<file path="config.mk">
export PLATFORM = sky130hd
export DESIGN_NAME = rob_retire
export DESIGN_NICKNAME = d
export VERILOG_FILES = /design/src/rtl/rob_retire_pkg.sv /design/src/rtl/rob_head_scan.sv /design/src/rtl/rob_retire.sv
export SDC_FILE = /design/constraint.sdc
export NUM_CORES = 1
export LEC_CHECK = 0
export ABC_AREA = 1
export BUFFER_PORTS_ARGS = -buffer_cell sky130_fd_sc_hd__buf_4
export CORE_ASPECT_RATIO = 1.2
export CORE_MARGIN = 5
export CORE_UTILIZATION = 30
export DETAILED_ROUTE_END_ITERATION = 8
export GPL_TIMING_DRIVEN = 1
export PLACE_DENSITY = 0.55
export SKIP_LAST_GASP = 1
export SYNTH_ARGS = -nofsm -noshare
export SYNTH_HDL_FRONTEND = slang
export SYNTH_SLANG_ARGS = --single-unit
</file>
<file path="constraint.sdc">
create_clock -name clk -period 6.44 [get_ports clk]
set_input_delay 1.932 -clock clk [delete_from_list [all_inputs] [get_ports clk]]
set_output_delay 1.932 -clock clk [all_outputs]
set_load 0.05 [all_outputs]
</file>
<file path="src/rtl/rob_retire_pkg.sv">
// Shared constants and types for the reorder buffer / retire slice.
// Physical-register alias width is inherited from the rename stage.
package rob_retire_pkg;
  localparam int PR_ADDR_W = 5;
  localparam int ROB_DEPTH = 32;
  localparam int ROB_IDX_W = 5;
  localparam int RETIRE_W  = 3;
  localparam int ALIAS_W   = 2 * PR_ADDR_W;

  typedef logic [ALIAS_W-1:0] alias_pair_t;
endpackage

</file>
<file path="src/rtl/rob_head_scan.sv">
// Combinational retire scan: counts contiguous valid+done entries from head,
// capped at RET_W, and reports the candidate retiree indices (wrapping).
module rob_head_scan
  import rob_retire_pkg::*;
#(
  parameter int DEPTH = ROB_DEPTH,
  parameter int IDX_W = ROB_IDX_W,
  parameter int RET_W = RETIRE_W
) (
  input  logic [DEPTH-1:0]       valid_i,
  input  logic [DEPTH-1:0]       done_i,
  input  logic [IDX_W-1:0]       head_i,
  output logic [1:0]             k_o,
  output logic [RET_W*IDX_W-1:0] idx_o
);

  logic run_s;

  // Stop counting at the first entry that is not ready to retire.
  always_comb begin
    k_o   = 2'd0;
    idx_o = '0;
    run_s = 1'b1;
    for (int r = 0; r < RET_W; r++) begin
      idx_o[r*IDX_W +: IDX_W] = head_i + IDX_W'(r);
      if (run_s && valid_i[idx_o[r*IDX_W +: IDX_W]] && done_i[idx_o[r*IDX_W +: IDX_W]]) begin
        k_o = k_o + 2'd1;
      end else begin
        run_s = 1'b0;
      end
    end
  end

endmodule

</file>
<file path="src/rtl/rob_retire.sv">
// Reorder buffer with in-order retire: hands out ROB indices to the renamer,
// tracks completion, and returns retired old aliases to the free pool.
module rob_retire
  import rob_retire_pkg::*;
#(
  parameter int WIDTH = 4,
  parameter int DEPTH = ROB_DEPTH,
  parameter int IDX_W = ROB_IDX_W
) (
  input  logic                          clk,
  input  logic                          rst,
  output logic [WIDTH*IDX_W-1:0]        rob_entries_out,
  output logic                          alloc_ready,
  input  logic                          alloc_valid,
  input  logic [ALIAS_W*WIDTH-1:0]      alloc_old_aliases,
  input  logic [WIDTH-1:0]              cmplt_valid,
  input  logic [WIDTH*IDX_W-1:0]        cmplt_rob_idx,
  output logic [ALIAS_W*RETIRE_W-1:0]   cmplt_free_regs,
  output logic [1:0]                    retire_count,
  output logic [IDX_W:0]                rob_count,
  output logic                          alloc_drop
);

  localparam logic [IDX_W:0] ALLOC_LIMIT = (IDX_W+1)'(DEPTH - WIDTH);

  logic [IDX_W-1:0]            head_q, head_d, tail_q, tail_d;
  logic [IDX_W:0]              count_q, count_d;
  logic [DEPTH-1:0]            valid_q, valid_d, done_q, done_d;
  alias_pair_t                 alias_q [DEPTH];
  logic [ALIAS_W*RETIRE_W-1:0] free_q, free_d;
  logic [1:0]                  ret_cnt_q;
  logic                        drop_q;
  logic [1:0]                  k_s;
  logic [RETIRE_W*IDX_W-1:0]   ret_idx_s;
  logic                        alloc_fire_s;

  // Readiness uses the pre-retire count so freed slots are never reused in the same cycle.
  assign alloc_ready     = (count_q <= ALLOC_LIMIT);
  assign alloc_fire_s    = alloc_valid && alloc_ready;
  assign cmplt_free_regs = free_q;
  assign retire_count    = ret_cnt_q;
  assign rob_count       = count_q;
  assign alloc_drop      = drop_q;

  always_comb begin
    rob_entries_out = '0;
    for (int i = 0; i < WIDTH; i++) begin
      rob_entries_out[i*IDX_W +: IDX_W] = tail_q + IDX_W'(WIDTH - 1 - i);
    end
  end

  rob_head_scan #(.DEPTH(DEPTH), .IDX_W(IDX_W), .RET_W(RETIRE_W)) u_scan (
    .valid_i (valid_q),
    .done_i  (done_q),
    .head_i  (head_q),
    .k_o     (k_s),
    .idx_o   (ret_idx_s)
  );

  // Next state: completion first, then allocation, then retire clears (retire wins).
  always_comb begin
    valid_d = valid_q;
    done_d  = done_q;
    free_d  = '0;
    for (int l = 0; l < WIDTH; l++) begin
      if (cmplt_valid[l] && valid_q[cmplt_rob_idx[l*IDX_W +: IDX_W]]) begin
        done_d[cmplt_rob_idx[l*IDX_W +: IDX_W]] = 1'b1;
      end else begin
        done_d = done_d;
      end
    end
    if (alloc_fire_s) begin
      for (int i = 0; i < WIDTH; i++) begin
        valid_d[tail_q + IDX_W'(WIDTH - 1 - i)] = 1'b1;
        done_d[tail_q + IDX_W'(WIDTH - 1 - i)]  = 1'b0;
      end
      tail_d = tail_q + IDX_W'(WIDTH);
    end else begin
      tail_d = tail_q;
    end
    for (int r = 0; r < RETIRE_W; r++) begin
      if (2'(r) < k_s) begin
        valid_d[ret_idx_s[r*IDX_W +: IDX_W]]  = 1'b0;
        done_d[ret_idx_s[r*IDX_W +: IDX_W]]   = 1'b0;
        free_d[r*ALIAS_W +: ALIAS_W] = alias_q[ret_idx_s[r*IDX_W +: IDX_W]];
      end else begin
        free_d[r*ALIAS_W +: ALIAS_W] = '0;
      end
    end
    head_d  = head_q + IDX_W'(k_s);
    count_d = count_q - (IDX_W+1)'(k_s);
    if (alloc_fire_s) begin
      count_d = count_d + (IDX_W+1)'(WIDTH);
    end else begin
      count_d = count_d;
    end
  end

  always_ff @(posedge clk) begin
    if (rst) begin
      head_q    <= '0;
      tail_q    <= '0;
      count_q   <= '0;
      valid_q   <= '0;
      done_q    <= '0;
      free_q    <= '0;
      ret_cnt_q <= 2'd0;
      drop_q    <= 1'b0;
    end else begin
      head_q    <= head_d;
      tail_q    <= tail_d;
      count_q   <= count_d;
      valid_q   <= valid_d;
      done_q    <= done_d;
      free_q    <= free_d;
      ret_cnt_q <= k_s;
      drop_q    <= alloc_valid && !alloc_ready;
    end
  end

  // Alias payload needs no reset: it is only read behind a valid bit.
  always_ff @(posedge clk) begin
    if (!rst && alloc_fire_s) begin
      for (int i = 0; i < WIDTH; i++) begin
        alias_q[tail_q + IDX_W'(WIDTH - 1 - i)] <= alloc_old_aliases[i*ALIAS_W +: ALIAS_W];
      end
    end
  end

endmodule

</file>
# [Word-level counts from Yosys, hierarchy flattened]
# Memory sizes are Yosys's and may differ from the RTL's. A register that Yosys moved wholly into a read port is not among the register bits.
# Cells that the tools add are included.
[word_totals] regBits=83 ramBits=320 in_bits=67 out_inout_bits=60 elab_cells=163 memories=1
[classes] addsub=11 magnitude_cmp=26 n_mux=62 bitwise_logic=28 reduce_logical=28
[mem_list] name="alias_q" words=32 word_bits=10 rd=3 rd_clocked_by_memory_dff=3 wr=4 line="rob_retire.sv:29" text="alias_pair_t alias_q [DEPTH];"
[ops] operator="two-way mux 32 bit" count=12
[ops] operator="AND 32 bit" count=10
[ops] operator="OR 32 bit" count=8
[ops] operator="inverter 32 bit" count=7
[ops] operator="less-than comparator 5 x 6 -> 1 bit, second input constant" count=11
[ops] operator="demux 1 bit (select 5 bit)" count=11
[ops] operator=">= comparator 5 x 1 -> 1 bit, second input constant" count=11
[ops] operator="binary-select mux 1 bit (select 5 bit)" count=10
[ops] operator="two-way mux 1 bit" count=26
[ops] operator="logical AND 1 bit" count=23
[ops] operator="adder 5 x 2 -> 5 bit, second input constant" count=3
[ops] operator="adder 5 x 1 -> 5 bit, second input constant" count=2
[ops] operator="adder 6 x 3 -> 6 bit, second input constant" count=1
[ops] operator="<= comparator 6 x 5 -> 1 bit, second input constant" count=1
[ops] operator="two-way mux 6 bit" count=1
[ops] operator="OR reduction 2 bit" count=3
[ops] operator="subtractor 6 x 2 -> 6 bit" count=1
[ops] operator="adder 5 x 2 -> 5 bit" count=1
[ops] operator="adder 5 x 3 -> 5 bit, second input constant" count=1
[ops] operator="adder 2 x 1 -> 2 bit, second input constant" count=2
[ops] operator="less-than comparator 1 x 2 -> 1 bit, first input constant" count=2
[ops] operator="two-way mux 2 bit" count=2
[ops] operator="inverter 1 bit" count=3
[ops] operator="zero test 1 bit" count=2
[ops] operator="less-than comparator 2 bit, first input constant" count=1

# [Logic depth before layout (Yosys ltp)]
[logic_depth] depth_word=23 depth_mapped=31 ltp_nobuf=28

# [By module]
# Synthesis repeated with hierarchy kept, for this count alone.
[unflattened] hier_cells=2993 hier_area_um2=25132.9
[modules_own_cells] module="rob_retire" n_inst=1 cells_each=2746 area_each_um2=23895.4 seq_area_each_um2=11831.3
[modules_own_cells] module="rob_head_scan" n_inst=1 cells_each=247 area_each_um2=1237.4 seq_area_each_um2=0.0

# [Worst setup path after synthesis]
# No wires, ideal clock.
[synth_path] path_type="reg-to-reg" startpoint="reg head_q[1]" endpoint="reg count_q[3], in the netlist rob_count[3]" arrival_time_ns=4.839 t_required_ns=6.313 slack_ns=1.474 path_stages_with_launch=26 path_buffers=5 synth_period_minus_slack_ns=4.966 cell_sequence="dfxtp_1 inv_1 buf_2 clkbuf_1 clkbuf_1 ha_1 buf_2 clkbuf_1 o311ai_0 nand3_1 nand3_1 nand4_1 nor2_1 ha_1 nand3_1 nor2_2 nand3_4 nand2_4 inv_2 ha_1 fa_1 xnor2_1 inv_1 ha_1 o21ai_0 a21oi_1"
[synth_between] elab_chain_len=13 word_cells_on_any_way=29 classes_between="6 x add/sub; 18 x mux; 5 x reduce/logical"
[synth_rtl] element="from (decl)" line="rob_retire.sv:26" text="logic [IDX_W-1:0] head_q, head_d, tail_q, tail_d;"
[synth_rtl] element="from (signal assigned)" line="rob_retire.sv:101" text="head_q <= '0;"
[synth_rtl] element="from (signal assigned)" line="rob_retire.sv:110" text="head_q <= head_d;"
[synth_rtl] element="branches (longest 9 deep; another with adder 5 x 1 -> 5 bit)"
[synth_rtl] element="two-way mux 2 bit (*)" line="rob_head_scan.sv:26" text="if (run_s && valid_i[idx_o[r*IDX_W +: IDX_W]] && done_i[idx_o[r*IDX_W +: IDX_W]]) begin"
[synth_rtl] element="net k_s[0]" line="rob_retire.sv:33" text="logic [1:0] k_s;"
[synth_rtl] element="subtractor 6 x 2 -> 6 bit (*)" line="rob_retire.sv:91" text="count_d = count_q - (IDX_W+1)'(k_s);"
[synth_rtl] element="adder 6 x 3 -> 6 bit" line="rob_retire.sv:93" text="count_d = count_d + (IDX_W+1)'(WIDTH);"
[synth_rtl] element="two-way mux 6 bit (*)" line="rob_retire.sv:92" text="if (alloc_fire_s) begin"
[synth_rtl] element="to (signal assigned)" line="rob_retire.sv:112" text="count_q <= count_d;"
[synth_rtl] element="to (decl)" line="rob_retire.sv:27" text="logic [IDX_W:0] count_q, count_d;"
# Mark *: on every way through the listed nets, which the timed path passes. The select of a mux whose other input is x is not followed.
# A chain may end at the register's enable or synchronous reset.

# [Worst setup path in the final report]
# Same ends and word-level chain as after synthesis.

==> flow_summary.ini <==
[hold_path]
min_path_cells = 2
hold_path.startpoint = tail_q[2]
hp-class = register to register
worstHoldEndpoint = tail_q[2]

[logic_synthesis]
avgSynthCellArea_sq_um = 7.45
ys.flop_type = edfxtp_1
synth_top_area_cell = edfxtp_1
async_flop_share = 0
synth-seq-cells = 431
synth_edf_count = 320
muxShareOfSynthArea = 0.0188
syn_area_sq_um = 26700
synth_top_area_share = 0.360
seq_area_frac_synth = 0.444
ys_warn_count = 0
synth_top_family_by_area = simple AND/OR/NAND/NOR gates
synth_adder_area_share = 0.00948
synthTopCellsByArea = edfxtp_1 36%, nand2_1 12%, o21ai_0 8.7%
synthCells = 3578
yosys.area_share.xor_xnor = 0.00131
synth_compound_area_frac = 0.176
ys_types = 56
synth-simple-area-share = 0.255

[clock_tree]
insertion_delay_ps = 610
cts_resized = 0
cts_tree = done
root_buffer = clkbuf_16
cts_buffers = 46
clk_pin_slew_ps = 60
cts_setup_buffers = 0
ctsLongestPathBuffers = 3
hold_buffers = 0
htree_levels = 2
cts_num_sinks = 431

[timing]
fin_worst_skew_ps = 29.8
rsz0062_at_grt = false
final_hold_viol_count = 0
drv_slew = 0
fin_tns_setup_ps = 0
tightest_slew_ps = 1170
fin_crit_sh = 0.787
setup_viol = 0
finalCriticalPeriod_ps = 5070
fmax_mhz = 197
slew_headroom = 0.215

[setup_path]
crit_chain = ha_1 -> nand2_1 -> inv_1 -> nor2_1 -> nor2_1 -> nand2_2 -> nor2_1 -> nand3_1 -> nand4_1 -> nor2_1 -> ha_1 -> inv_1 -> nand2_4 -> nand2_4 -> inv_2 -> ha_1 -> fa_1 -> xnor2_1 -> inv_1 -> ha_1 -> o21ai_0 -> a21oi_1
timing.rr.start = head_q[1]
reg2reg_depth = 22
critPathTopFamily = adder cells
path_buf_inv = 4
cp_max_fo = 39
required_ps = 6920
reg2reg_slack_ps = 1370
cp_slowest_cell = dfxtp_4
critPathArrivalTime_ps = 5550
r2r_end = rob_count[3]
critPathLaunchType = register
cp-end-kind = register
crit_type = register to register
max_stage_delay_ps = 650
cp_num_cells = 22

[drt]
wl_met3_um = 7230
vias = 25400
wl_met1_um = 41600
wirelength_um = 103000
via_per_inst = 5.34
dr_wl_met2_um = 49400
firstDrtPassIters = 6
drtIter0Drc = 2788
top_layer = met4
avgRoutedWirePerCell_um = 21.8
drc = 0
drtAntennaViolNets = 0

[pwr]
ir_drop_mv = 0.207
swShare = 0.243
p_leak_nw = 11.4
seq_power_share = 0.498
intPower_mw = 4.64
power_density_nw_per_um2 = 205
p_comb_frac = 0.062
clkPwrFrac = 0.441
power_switching_mw = 1.49

[floorplan]
initial_utilization = 0.303
die_area_sq_um = 95000
die_w_um = 282
io_pins = 127
rows = 119
dieHeight_um = 337
core_area_sq_um = 88000

[placement]
placed_cell_area_sq_um = 28300
dp_hpwl_um = 72500
gp_congestion = 0.984
port_buffers = 118

[finish]
layout_common_cells = 858 x nand2_1, 463 x o21ai_0, 444 x nor2_1
nNetsFinal = 3650
fillers = 9287
syn2layout_area_growth_pct = 11.9
final_layout_size_suffix_gt1_frac = 0.0780
fin_util = 0.339
diodes = 0
stdcell_area_sq_um = 29800
final_common_cell = nand2_1

[run]
max_cap_violations = 0

[grt]
grtUsageTotal = 0.210
grt_pass1_vias = 23500
overflow = 0
antenna_found_initial = 1
grt_first_pass_wirelength_um = 151000
grt_max_degree = 270

[status]
status = completed
metrics by stage:
stage          hold slack (ps)  total power [mW]  instances  worst slack [ps]
2_1_floorplan              546              3.32       3584              1470
3_3_place_gp               573              3.49       4665              1510
3_5_place_dp               577              3.48       4665              1430
4_1_cts                    587              6.18       4751              1410
5_1_grt                    640              6.33       4751              1100
6_report                   575              6.13       4751              1370
how the worst max path moves through the flow:
| stage | startpoint | endpoint |
|---|---|---|
| 6_report | head_q[1] | rob_count[3] |
| 5_1_grt | head_q[1] | rob_count[5] |
| 4_1_cts | head_q[1] | rob_count[3] |
| 3_5_place_dp | head_q[1] | rob_count[3] |
| 3_3_place_gp | head_q[1] | rob_count[3] |
| 2_1_floorplan | head_q[1] | rob_count[3] |
metal layers:
layer  global-route usage  up-vias
li1                     -    12100
met3               0.0248      265
met4               0.0935        0
met2                0.358     1113
met1                0.268    11900
met5                    0        -
area by class of cell:
type,instances,area (sq um),area share
Timing Repair Buffer,167,1280,0.0429
Clock inverter,32,270,0.00906
Multi-Input combinational cell,2562,12400,0.416
Tap cell,1149,1440,0.0482
Inverter,356,1340,0.0450
Clock buffer,54,1250,0.0421
Sequential cell,431,11800,0.397
synth_stat cells (all sizes together) (4+ instances only):
library cell    n
nand2         863
o21ai         498
nor2          462
inv           351
edfxtp        320
nand3         213
buf           150
a21oi         132
dfxtp         111
clkbuf         85
nand4          74
o211ai         69
mux2i          50
o221ai         45
nor3           39
o22ai          22
a31oi          18
ha             17
o311ai         17
clkinv          5
o21bai          4
o32ai           4
power by group through the flow:
stage               Combinational (mW)  Clock, mW  Sequential (mW)
floorplan                        0.209          0             3.11
finish                           0.378       2.70             3.05
CTS                              0.377       2.75             3.05
detailed placement               0.376          0             3.11
global route                     0.411       2.86             3.05
global placement                 0.377          0             3.11
kinds of logic after synthesis:
family,after synthesis
AOI/OAI and AO/OA,827
xor gates and xnor gates,4
adders and majority gates,19
buffers and inverters,591
DFF,431
muxes,50
other,2
and+or+nand+nor,1654
state kept, by name (all words and copies together) (netlist names):
register / flops
cmplt_free_regs: 30
valid_q: 32
rob_count: 6
alloc_drop: 1
alias_q: 320
done_q: 32
retire_count: 2
head_q: 5
tail_q: 3
worst reg2reg max path, cell delays in order (launching register included):
cell	delay, ps
dfxtp_4	650
ha_1	500
nand2_1	140
inv_1	150
nor2_1	50
nor2_1	120
nand2_2	240
nor2_1	520
nand3_1	150
nand4_1	130
nor2_1	70
ha_1	340
inv_1	110
nand2_4	100
nand2_4	170
inv_2	110
ha_1	230
fa_1	440
xnor2_1	190
inv_1	80
ha_1	270
o21ai_0	170
a21oi_1	60
No activity file was read; power rests on OpenSTA's default activity.
